--- src/rtl/qed_pkg.sv ---
// Shared encodings for the SQED instruction legalizer: RV32I opcodes,
// funct7 values, instruction classes and the commit-phase states.
package qed_pkg;

    localparam logic [6:0] OP_R      = 7'b0110011;
    localparam logic [6:0] OP_I      = 7'b0010011;
    localparam logic [6:0] OP_LOAD   = 7'b0000011;
    localparam logic [6:0] OP_STORE  = 7'b0100011;
    localparam logic [6:0] OP_BRANCH = 7'b1100011;
    localparam logic [6:0] OP_JAL    = 7'b1101111;
    localparam logic [6:0] OP_LUI    = 7'b0110111;
    localparam logic [6:0] OP_AUIPC  = 7'b0010111;
    localparam logic [6:0] OP_SYSTEM = 7'b1110011;
    localparam logic [6:0] OP_NOP    = 7'b1111111;

    localparam logic [6:0] F7_BASE = 7'b0000000;
    localparam logic [6:0] F7_ALT  = 7'b0100000;

    localparam logic [31:0] INST_ECALL  = 32'h0000_0073;
    localparam logic [31:0] INST_EBREAK = 32'h0010_0073;

    typedef enum logic [3:0] {
        CLS_NONE   = 4'd0,
        CLS_R      = 4'd1,
        CLS_I      = 4'd2,
        CLS_LOAD   = 4'd3,
        CLS_STORE  = 4'd4,
        CLS_BRANCH = 4'd5,
        CLS_JAL    = 4'd6,
        CLS_LUI    = 4'd7,
        CLS_AUIPC  = 4'd8,
        CLS_SYSTEM = 4'd9,
        CLS_NOP    = 4'd10
    } inst_class_e;

    typedef enum logic [1:0] {
        IDLE    = 2'd0,
        PRE_TC  = 2'd1,
        POST_TC = 2'd2
    } qed_phase_e;

endpackage

--- src/rtl/qed_inst_decode.sv ---
// Combinational RV32I field decode and format legality against the
// original-half register partition and the memory-window limits.
module qed_inst_decode
    import qed_pkg::*;
#(
    parameter int unsigned REG_SPLIT       = 16,
    parameter int unsigned LOAD_IMM_LIMIT  = 64,
    parameter int unsigned STORE_IMM_LIMIT = 2,
    parameter int unsigned ALLOW_PC_DEP    = 0
) (
    input  logic [31:0] instruction,
    output inst_class_e inst_class,
    output logic        fmt_ok
);

    logic [6:0]  opcode;
    logic [4:0]  rd;
    logic [2:0]  funct3;
    logic [4:0]  rs1;
    logic [4:0]  rs2;
    logic [6:0]  funct7;
    logic [11:0] imm12;
    inst_class_e cls;
    logic        ok;

    assign opcode = instruction[6:0];
    assign rd     = instruction[11:7];
    assign funct3 = instruction[14:12];
    assign rs1    = instruction[19:15];
    assign rs2    = instruction[24:20];
    assign funct7 = instruction[31:25];
    assign imm12  = instruction[31:20];

    function automatic logic reg_ok(input logic [4:0] r);
        return {27'b0, r} < REG_SPLIT;
    endfunction

    function automatic logic pc_dep_ok(input logic [4:0] r);
        return (ALLOW_PC_DEP != 0) ? reg_ok(r) : (r == 5'd0);
    endfunction

    always_comb begin
        cls = CLS_NONE;
        ok  = 1'b0;
        case (opcode)
            OP_R: begin
                cls = CLS_R;
                ok  = reg_ok(rs1) && reg_ok(rs2) && reg_ok(rd) &&
                      (funct7 == F7_BASE ||
                       (funct7 == F7_ALT && (funct3 == 3'b000 || funct3 == 3'b101)));
            end
            OP_I: begin
                cls = CLS_I;
                ok  = reg_ok(rs1) && reg_ok(rd);
                // Only the shift-immediates constrain the upper immediate bits
                if (funct3 == 3'b001)
                    ok = ok && (funct7 == F7_BASE);
                else if (funct3 == 3'b101)
                    ok = ok && (funct7 == F7_BASE || funct7 == F7_ALT);
            end
            OP_LOAD: begin
                cls = CLS_LOAD;
                ok  = (funct3 != 3'b011 && funct3 != 3'b110 && funct3 != 3'b111) &&
                      rs1 == 5'd0 && reg_ok(rd) && instruction[31:30] == 2'b00 &&
                      {20'b0, imm12} < LOAD_IMM_LIMIT;
            end
            OP_STORE: begin
                cls = CLS_STORE;
                ok  = funct3 <= 3'b010 && rs1 == 5'd0 && reg_ok(rs2) &&
                      instruction[31:30] == 2'b00 && {25'b0, funct7} < STORE_IMM_LIMIT;
            end
            OP_BRANCH: begin
                cls = CLS_BRANCH;
                ok  = funct3 != 3'b010 && funct3 != 3'b011 && reg_ok(rs1) && reg_ok(rs2);
            end
            OP_JAL: begin
                cls = CLS_JAL;
                ok  = pc_dep_ok(rd);
            end
            OP_AUIPC: begin
                cls = CLS_AUIPC;
                ok  = pc_dep_ok(rd);
            end
            OP_LUI: begin
                cls = CLS_LUI;
                ok  = reg_ok(rd);
            end
            OP_SYSTEM: begin
                cls = CLS_SYSTEM;
                ok  = instruction == INST_ECALL || instruction == INST_EBREAK;
            end
            OP_NOP: begin
                cls = CLS_NOP;
                ok  = 1'b1;
            end
            default: begin
                cls = CLS_NONE;
                ok  = 1'b0;
            end
        endcase
        inst_class = ok ? cls : CLS_NONE;
        fmt_ok     = ok;
    end

endmodule

--- src/rtl/qed_inst_legalizer.sv ---
// SQED instruction legalizer: format legality gated by a commit-phase FSM,
// a saturating pre-commit issue budget, and sticky violation capture.
module qed_inst_legalizer
    import qed_pkg::*;
#(
    parameter int unsigned REG_SPLIT       = 16,
    parameter int unsigned LOAD_IMM_LIMIT  = 64,
    parameter int unsigned STORE_IMM_LIMIT = 2,
    parameter int unsigned MAX_PRE_ISSUE   = 8,
    parameter int unsigned ALLOW_PC_DEP    = 0,
    parameter int unsigned CNT_W           = 4
) (
    input  logic             clk,
    input  logic             rst,
    input  logic             instr_valid,
    input  logic [31:0]      instruction,
    input  logic             sif_commit,
    output logic             legal,
    output logic [3:0]       inst_class,
    output logic [1:0]       phase,
    output logic [CNT_W-1:0] issue_cnt,
    output logic             violation,
    output logic [31:0]      viol_instr
);

    localparam logic [CNT_W-1:0] CNT_MAX = CNT_W'(MAX_PRE_ISSUE);

    qed_phase_e       phase_q;
    logic [CNT_W-1:0] cnt_q;
    inst_class_e      cls;
    logic             fmt_ok;
    logic             phase_ok;
    logic             accept;

    qed_inst_decode #(
        .REG_SPLIT       (REG_SPLIT),
        .LOAD_IMM_LIMIT  (LOAD_IMM_LIMIT),
        .STORE_IMM_LIMIT (STORE_IMM_LIMIT),
        .ALLOW_PC_DEP    (ALLOW_PC_DEP)
    ) u_decode (
        .instruction (instruction),
        .inst_class  (cls),
        .fmt_ok      (fmt_ok)
    );

    // IDLE is gated like PRE_TC: nothing has committed yet in either state
    always_comb begin
        phase_ok = 1'b1;
        if (phase_q != POST_TC) begin
            if (cls == CLS_STORE)
                phase_ok = 1'b0;
            else if (cnt_q == CNT_MAX && cls != CLS_NOP)
                phase_ok = 1'b0;
        end
    end

    assign legal  = !instr_valid || (fmt_ok && phase_ok);
    assign accept = instr_valid && legal && cls != CLS_NOP &&
                    phase_q != POST_TC && cnt_q != CNT_MAX;

    always_ff @(posedge clk or posedge rst) begin
        if (rst) begin
            phase_q    <= IDLE;
            cnt_q      <= '0;
            violation  <= 1'b0;
            viol_instr <= '0;
        end else begin
            case (phase_q)
                IDLE: begin
                    if (sif_commit)
                        phase_q <= POST_TC;
                    else if (instr_valid)
                        phase_q <= PRE_TC;
                end
                PRE_TC: begin
                    if (sif_commit)
                        phase_q <= POST_TC;
                end
                POST_TC: phase_q <= POST_TC;
                default: phase_q <= IDLE;
            endcase
            if (accept)
                cnt_q <= cnt_q + 1'b1;
            if (instr_valid && !legal && !violation) begin
                violation  <= 1'b1;
                viol_instr <= instruction;
            end
        end
    end

    assign phase      = phase_q;
    assign issue_cnt  = cnt_q;
    assign inst_class = cls;

endmodule

--- config.mk ---
export PLATFORM = sky130hd
export DESIGN_NAME = qed_inst_legalizer
export DESIGN_NICKNAME = d
export VERILOG_FILES = /design/src/rtl/qed_pkg.sv /design/src/rtl/qed_inst_decode.sv /design/src/rtl/qed_inst_legalizer.sv
export SDC_FILE = /design/constraint.sdc
export NUM_CORES = 1
export LEC_CHECK = 0
export CELL_PAD_IN_SITES_DETAIL_PLACEMENT = 2
export CELL_PAD_IN_SITES_GLOBAL_PLACEMENT = 2
export CORE_MARGIN = 5
export CORE_UTILIZATION = 29
export DETAILED_ROUTE_END_ITERATION = 10
export PLACE_DENSITY = 0.84
export SYNTH_ARGS = -nofsm -noshare
export SYNTH_HDL_FRONTEND = slang
export SYNTH_SLANG_ARGS = --single-unit
--- constraint.sdc ---
create_clock -name clk -period 6.25 [get_ports clk]
set_input_delay 1.25 -clock clk [delete_from_list [all_inputs] [get_ports clk]]
set_output_delay 1.25 -clock clk [all_outputs]
set_load 0.02 [all_outputs]
; ---- Yosys cells after proc, flatten, opt, wreduce, memory -nomap -nowiden
; Cells that the tools add are included.
[classes]
n_addsub = 1
muxes = 12
eq_ne = 28
magnitude_cmp = 6
n_reduce_logical = 44
[ops]
columns = op, n
row1 = case mux 4 bit (10 select lines), 1
row2 = "== test 32 x 21 -> 1 bit, second input constant", 1
row3 = "== test 32 x 7 -> 1 bit, second input constant", 1
row4 = "== test 7 x 6 -> 1 bit, second input constant", 4
row5 = "== test 7 bit, second input constant", 4
row6 = logical AND 1 bit, 28
row7 = "less-than comparator 5 bit, second input constant", 3
row8 = "== test 7 x 5 -> 1 bit, second input constant", 2
row9 = "less-than comparator 12 x 7 -> 1 bit, second input constant", 1
row10 = zero test 5 bit, 2
row11 = "inequality test 3 bit, second input constant", 3
row12 = case mux 1 bit (9 select lines), 1
row13 = "inequality test 4 bit, second input constant", 2
row14 = "== test 7 x 2 -> 1 bit, second input constant", 1
row15 = zero test 7 bit, 1
row16 = "less-than comparator 7 x 2 -> 1 bit, second input constant", 1
row17 = 2-to-1 mux 2 bit, 3
row18 = "inequality test 3 x 2 -> 1 bit, second input constant", 2
row19 = case mux 2 bit (3 select lines), 1
row20 = logical OR 1 bit, 5
row21 = 2-to-1 mux 1 bit, 5
row22 = "adder 4 x 1 -> 4 bit, second input constant", 1
row23 = "== test 4 x 3 -> 1 bit, second input constant", 1
row24 = "== test 4 bit, second input constant", 1
row25 = 12 further kinds, 16
[totals]
wordCells = 95
input_bits = 36
regBits = 39

; ---- Depth between registers and ports, before layout
[logic_depth]
depth_word = 20
mapped_depth = 9

; ---- Cells and area by module
; From an unflattened synthesis, not the netlist that was laid out.
[unflattened]
cells_unflattened = 185
area_unflattened_um2 = 2230.9
[by_module_without_submodules]
columns = mod, seq_area_each_um2, cells_per_inst, area_each_um2, n_inst
row1 = qed_inst_legalizer, 975.9, 112, 1781.7, 1
row2 = qed_inst_decode, 0.0, 73, 449.2, 1

; ---- Worst setup path before layout
; Ideal clock, no wire load.
[synth_timing]
kind = input-to-output
start = input instruction[7]
end = output inst_class[0]
required_ns = 5.000
cell_stages = 5
t_arrival_ns = 3.065
path_slack_ns = 1.935
cell_sequence = or4_4 or3_1 o221ai_1 nor3_1 nor3_1
[synth_via]
elab_chain_cells = 7
[synth_lines]
columns = element, line_no
row1 = start: declaration, qed_inst_legalizer.sv:16  ; input logic [31:0] instruction,
row2 = less-than comparator 5 bit, qed_inst_decode.sv:35  ; return {27'b0, r} < REG_SPLIT;
row3 = logical AND 1 bit, qed_inst_decode.sv:54  ; ok = reg_ok(rs1) && reg_ok(rd);
row4 = logical AND 1 bit, qed_inst_decode.sv:59  ; ok = ok && (funct7 == F7_BASE || funct7 == F7_ALT);
row5 = 2-to-1 mux 1 bit, qed_inst_decode.sv:58  ; else if (funct3 == 3'b101)
row6 = 2-to-1 mux 1 bit, qed_inst_decode.sv:56  ; if (funct3 == 3'b001)
row7 = case mux 1 bit (9 select lines) *, qed_inst_decode.sv:45  ; case (opcode)
row8 = 2-to-1 mux 4 bit *, qed_inst_decode.sv:101  ; inst_class = ok ? cls : CLS_NONE;
row9 = end: declaration, qed_inst_legalizer.sv:19  ; output logic [3:0] inst_class,
; Every way passes the cells marked *; elsewhere a longest branch is shown, timed or not.

; ---- Worst setup path after layout
[layout_timing]
start = input instruction[5]
end = output inst_class[3]
[layout_via]
elab_chain_cells = 4
[layout_lines]
columns = element, line_no
row1 = == test 32 x 7 -> 1 bit (tied with other cells), qed_inst_decode.sv:90  ; ok = instruction == INST_ECALL || instruction == INST_EBREAK;
row2 = logical OR 1 bit or OR reduction 2 bit (tied branches), n/a
row3 = case mux 1 bit (9 select lines), qed_inst_decode.sv:45
row4 = 2-to-1 mux 4 bit *, qed_inst_decode.sv:101
; Marks and branches as above.

==> flow_summary.ini <==
[power_and_ir_drop]
swShare_pct = 34.2
ir_drop_uv = 90.9
pwr-share-clk_pct = 25.8
internal-power_uw = 450
combPwrFrac_pct = 31.7
power.leakage_nw = 1.41
p_seq_share_pct = 42.5
powerDensity_nw_per_um2 = 203
switchingPower_uw = 234

[worst_setup_path]
critical_path_class = input port to output pin
cp_top_family = buffers and inverters
required_ns = 5.00
critPathBufInv = 2
critPathMaxFanout = 14
crit_path_start_kind = input port
path_cells = clkdlybuf4s50_1, nand2_1, nor4_1, a32oi_1, o221a_4, nand2_1, and3_1, clkdlybuf4s50_1
crit_arrival_ns = 4.21
cpPeakStageDelay_ns = 0.80
critPathSlowestCell = clkdlybuf4s50_1
end_kind = output pin

[logic_synthesis]
synth_seq_cells = 39
syn_nets = 304
synth.distinct_cells = 50
yosys_warnings = 0
synth_cells = 262
synth-seq-area-share_pct = 40.1
syn-cell-area_um2 = 2430
synth-edff-count = 0
synth_area_per_cell_um2 = 9.29
synth_ff_type = dfrtp_1
async_reset_ff_share_pct = 100

[placement]
numPortBuffers = 79
place_hpwl_um = 6630
placed_cell_area_um2 = 3280
gp_congestion = 0.885

[drt]
via_per_inst = 5.71
dr.pass1.iters = 4
routed_wl_um = 9250
wire_per_inst_um = 21.3
drc = 0
num_vias = 2476
first_iter_violations = 124
ant_nets = 0

[die]
ios = 80
start_util_pct = 29.6
core_um2 = 8220
rows = 33
die_x_um = 102
fp.dieH_um = 102
dieArea_um2 = 10300

[sta]
relSlewSlack_pct = 21.6
rsz0062_at_grt = false
tns_ns = 0
period_minus_slack_ns = 5.46
clock.fmax_mhz = 183
setup_violations = 0
drv_slew = 0
finalCritPeriodShare_pct = 87.4
hold_viol_final = 0
clock_skew_ns = 0.00253
worst_pin_slew_ns = 1.18

[finish]
diodes = 0
drive_gt1_share_pct = 5.78
fin_area_um2 = 3360
fill_cells = 882
nets = 370
area_delta_synth_final_pct = 38.3
final_core_util_pct = 40.9

[clocking]
clkLatencyLatePin_ns = 0.30
clock-sinks = 39
clockRootBuffer = clkbuf_8
cts_hold_buf = 0
cts_setup_buffers = 0
post_cts_resize_count = 0
cts_made_buffers = 5
cts_tree = yes
path_clk_slew_ns = 0.08
cts_max_path_buffers = 2
cts_max_level = 2

[grt]
grt_pass1_wl_um = 15000
grt_pass1_vias = 2751
antenna_found_initial = 0
grt_use_total_pct = 18.5
grt_remaining_overflow = 0
grt_max_degree = 40

[outcome]
status = completed

[min_path]
hp-class = flop to flop

[job]
cap_violations = 0
[cell type report]
class / count / area, um2 / area share, %
clock buffers: 6 / 72.6 / 2.16
clock inverters: 2 / 12.5 / 0.372
inverters: 36 / 135 / 4.02
multi-input cells: 162 / 1210 / 35.9
flip-flops and latches: 39 / 976 / 29.0
well taps: 105 / 131 / 3.90
repair buffers: 84 / 828 / 24.6
[per-layer routing]
layer	track usage, %	part of all wire (%)	up-vias
met5	0	0	-
met4	5.62	1.7	0
met3	2.82	3.9	13
met2	31.5	50	54
met1	24.1	45	1280
li1	-	-	1129
[cell usage after synthesis, types with 2 or more instances]
| library cell | instances | area (um2) |
|---|---|---|
| dfrtp_1 | 39 | 976 |
| inv_1 | 36 | 135 |
| o211ai_1 | 33 | 248 |
| o41ai_1 | 27 | 236 |
| clkbuf_1 | 19 | 71.3 |
| nand2_1 | 12 | 45.0 |
| nor2_1 | 12 | 45.0 |
| a21oi_1 | 6 | 30.0 |
| ha_1 | 6 | 75.1 |
| nand3_1 | 6 | 30.0 |
| o2111ai_1 | 5 | 43.8 |
| a211oi_1 | 4 | 30.0 |
| nor3_1 | 4 | 20.0 |
| and3_1 | 3 | 18.8 |
| buf_2 | 3 | 15.0 |
| buf_6 | 3 | 33.8 |
| nand4_1 | 3 | 18.8 |
| nor4_1 | 3 | 18.8 |
| or4_1 | 3 | 22.5 |
| o21ai_0 | 2 | 10.0 |
| o31a_1 | 2 | 17.5 |
| or3_1 | 2 | 12.5 |
| xor2_1 | 2 | 17.5 |
[stage by stage]
stage	total power, mW	std cells	hold WS (ns)	setup slack, ns
2_1_floorplan	0.410	262	0.596	1.94
6_report	0.684	434	0.522	0.790
5_1_grt	0.726	434	0.538	0.671
3_3_place_gp	0.501	426	0.498	0.934
4_1_cts	0.693	434	0.522	0.829
3_5_place_dp	0.515	426	0.510	0.832
[final timing paths]
path,startpoint,end,slack (ns),cells past startpoint
setup / recovery,instruction[5],inst_class[3],0.79,8
hold / removal,issue_cnt[2]$_DFFE_PP0P_,issue_cnt[2]$_DFFE_PP0P_,0.52,1
setup reg to reg,violation$_DFFE_PP0P_,viol_instr[0]$_DFFE_PP0P_,3.86,4
hold reg to reg,issue_cnt[2]$_DFFE_PP0P_,issue_cnt[2]$_DFFE_PP0P_,0.52,1
max in group asynchronous,rst,viol_instr[15]$_DFFE_PP0P_,4.51,3
min in group asynchronous,rst,viol_instr[3]$_DFFE_PP0P_,1.38,3
[cell usage in the layout (no fill, tap or decap), drive strengths merged, types with 2 or more instances in the layout]
master	instances
clkdlybuf4s50	79
dfrtp	39
inv	36
o211ai	33
o41ai	27
nor2	12
nand2	12
a21oi	7
nand3	6
ha	6
clkbuf	6
o2111ai	5
buf	5
nor3	4
a211oi	4
or4	4
nand4	3
nor4	3
and3	3
o21ai	3
or3	2
o31a	2
xor2	2
[power groups by stage]
stage	logic, mW	clock network (mW)	registers (mW)
after floorplan	0.0916	0	0.318
after global placement	0.206	0	0.296
after detailed placement	0.219	0	0.296
after CTS	0.220	0.182	0.291
after global routing	0.239	0.193	0.295
final	0.217	0.176	0.291
[cells by family (layout without fill, tap and decap cells)]
family	count (synthesis)	in the layout	share of synthesized area [%]
flops	39	39	40.1
mux	2	2	0.874
buf+inv	61	128	10.5
simple gates	57	57	12.6
fa+ha+maj	6	6	3.08
compound gates	94	94	31.7
xor+xnor	3	3	1.08
[state kept, by name, summed over array words and instances (netlist names)]
name        count
violation       1
issue_cnt       4
phase           2
viol_instr     32
[worst register-to-register path, delay by kind of cell, from the launching register on]
kind                   cells  cell delay, ns
and+or+nand+nor            1            1.08
AOI/OAI and AO/OA          2            0.57
DFF                        1            0.37
buffers and inverters      1            0.23
Power figures use the tool's default switching activity.
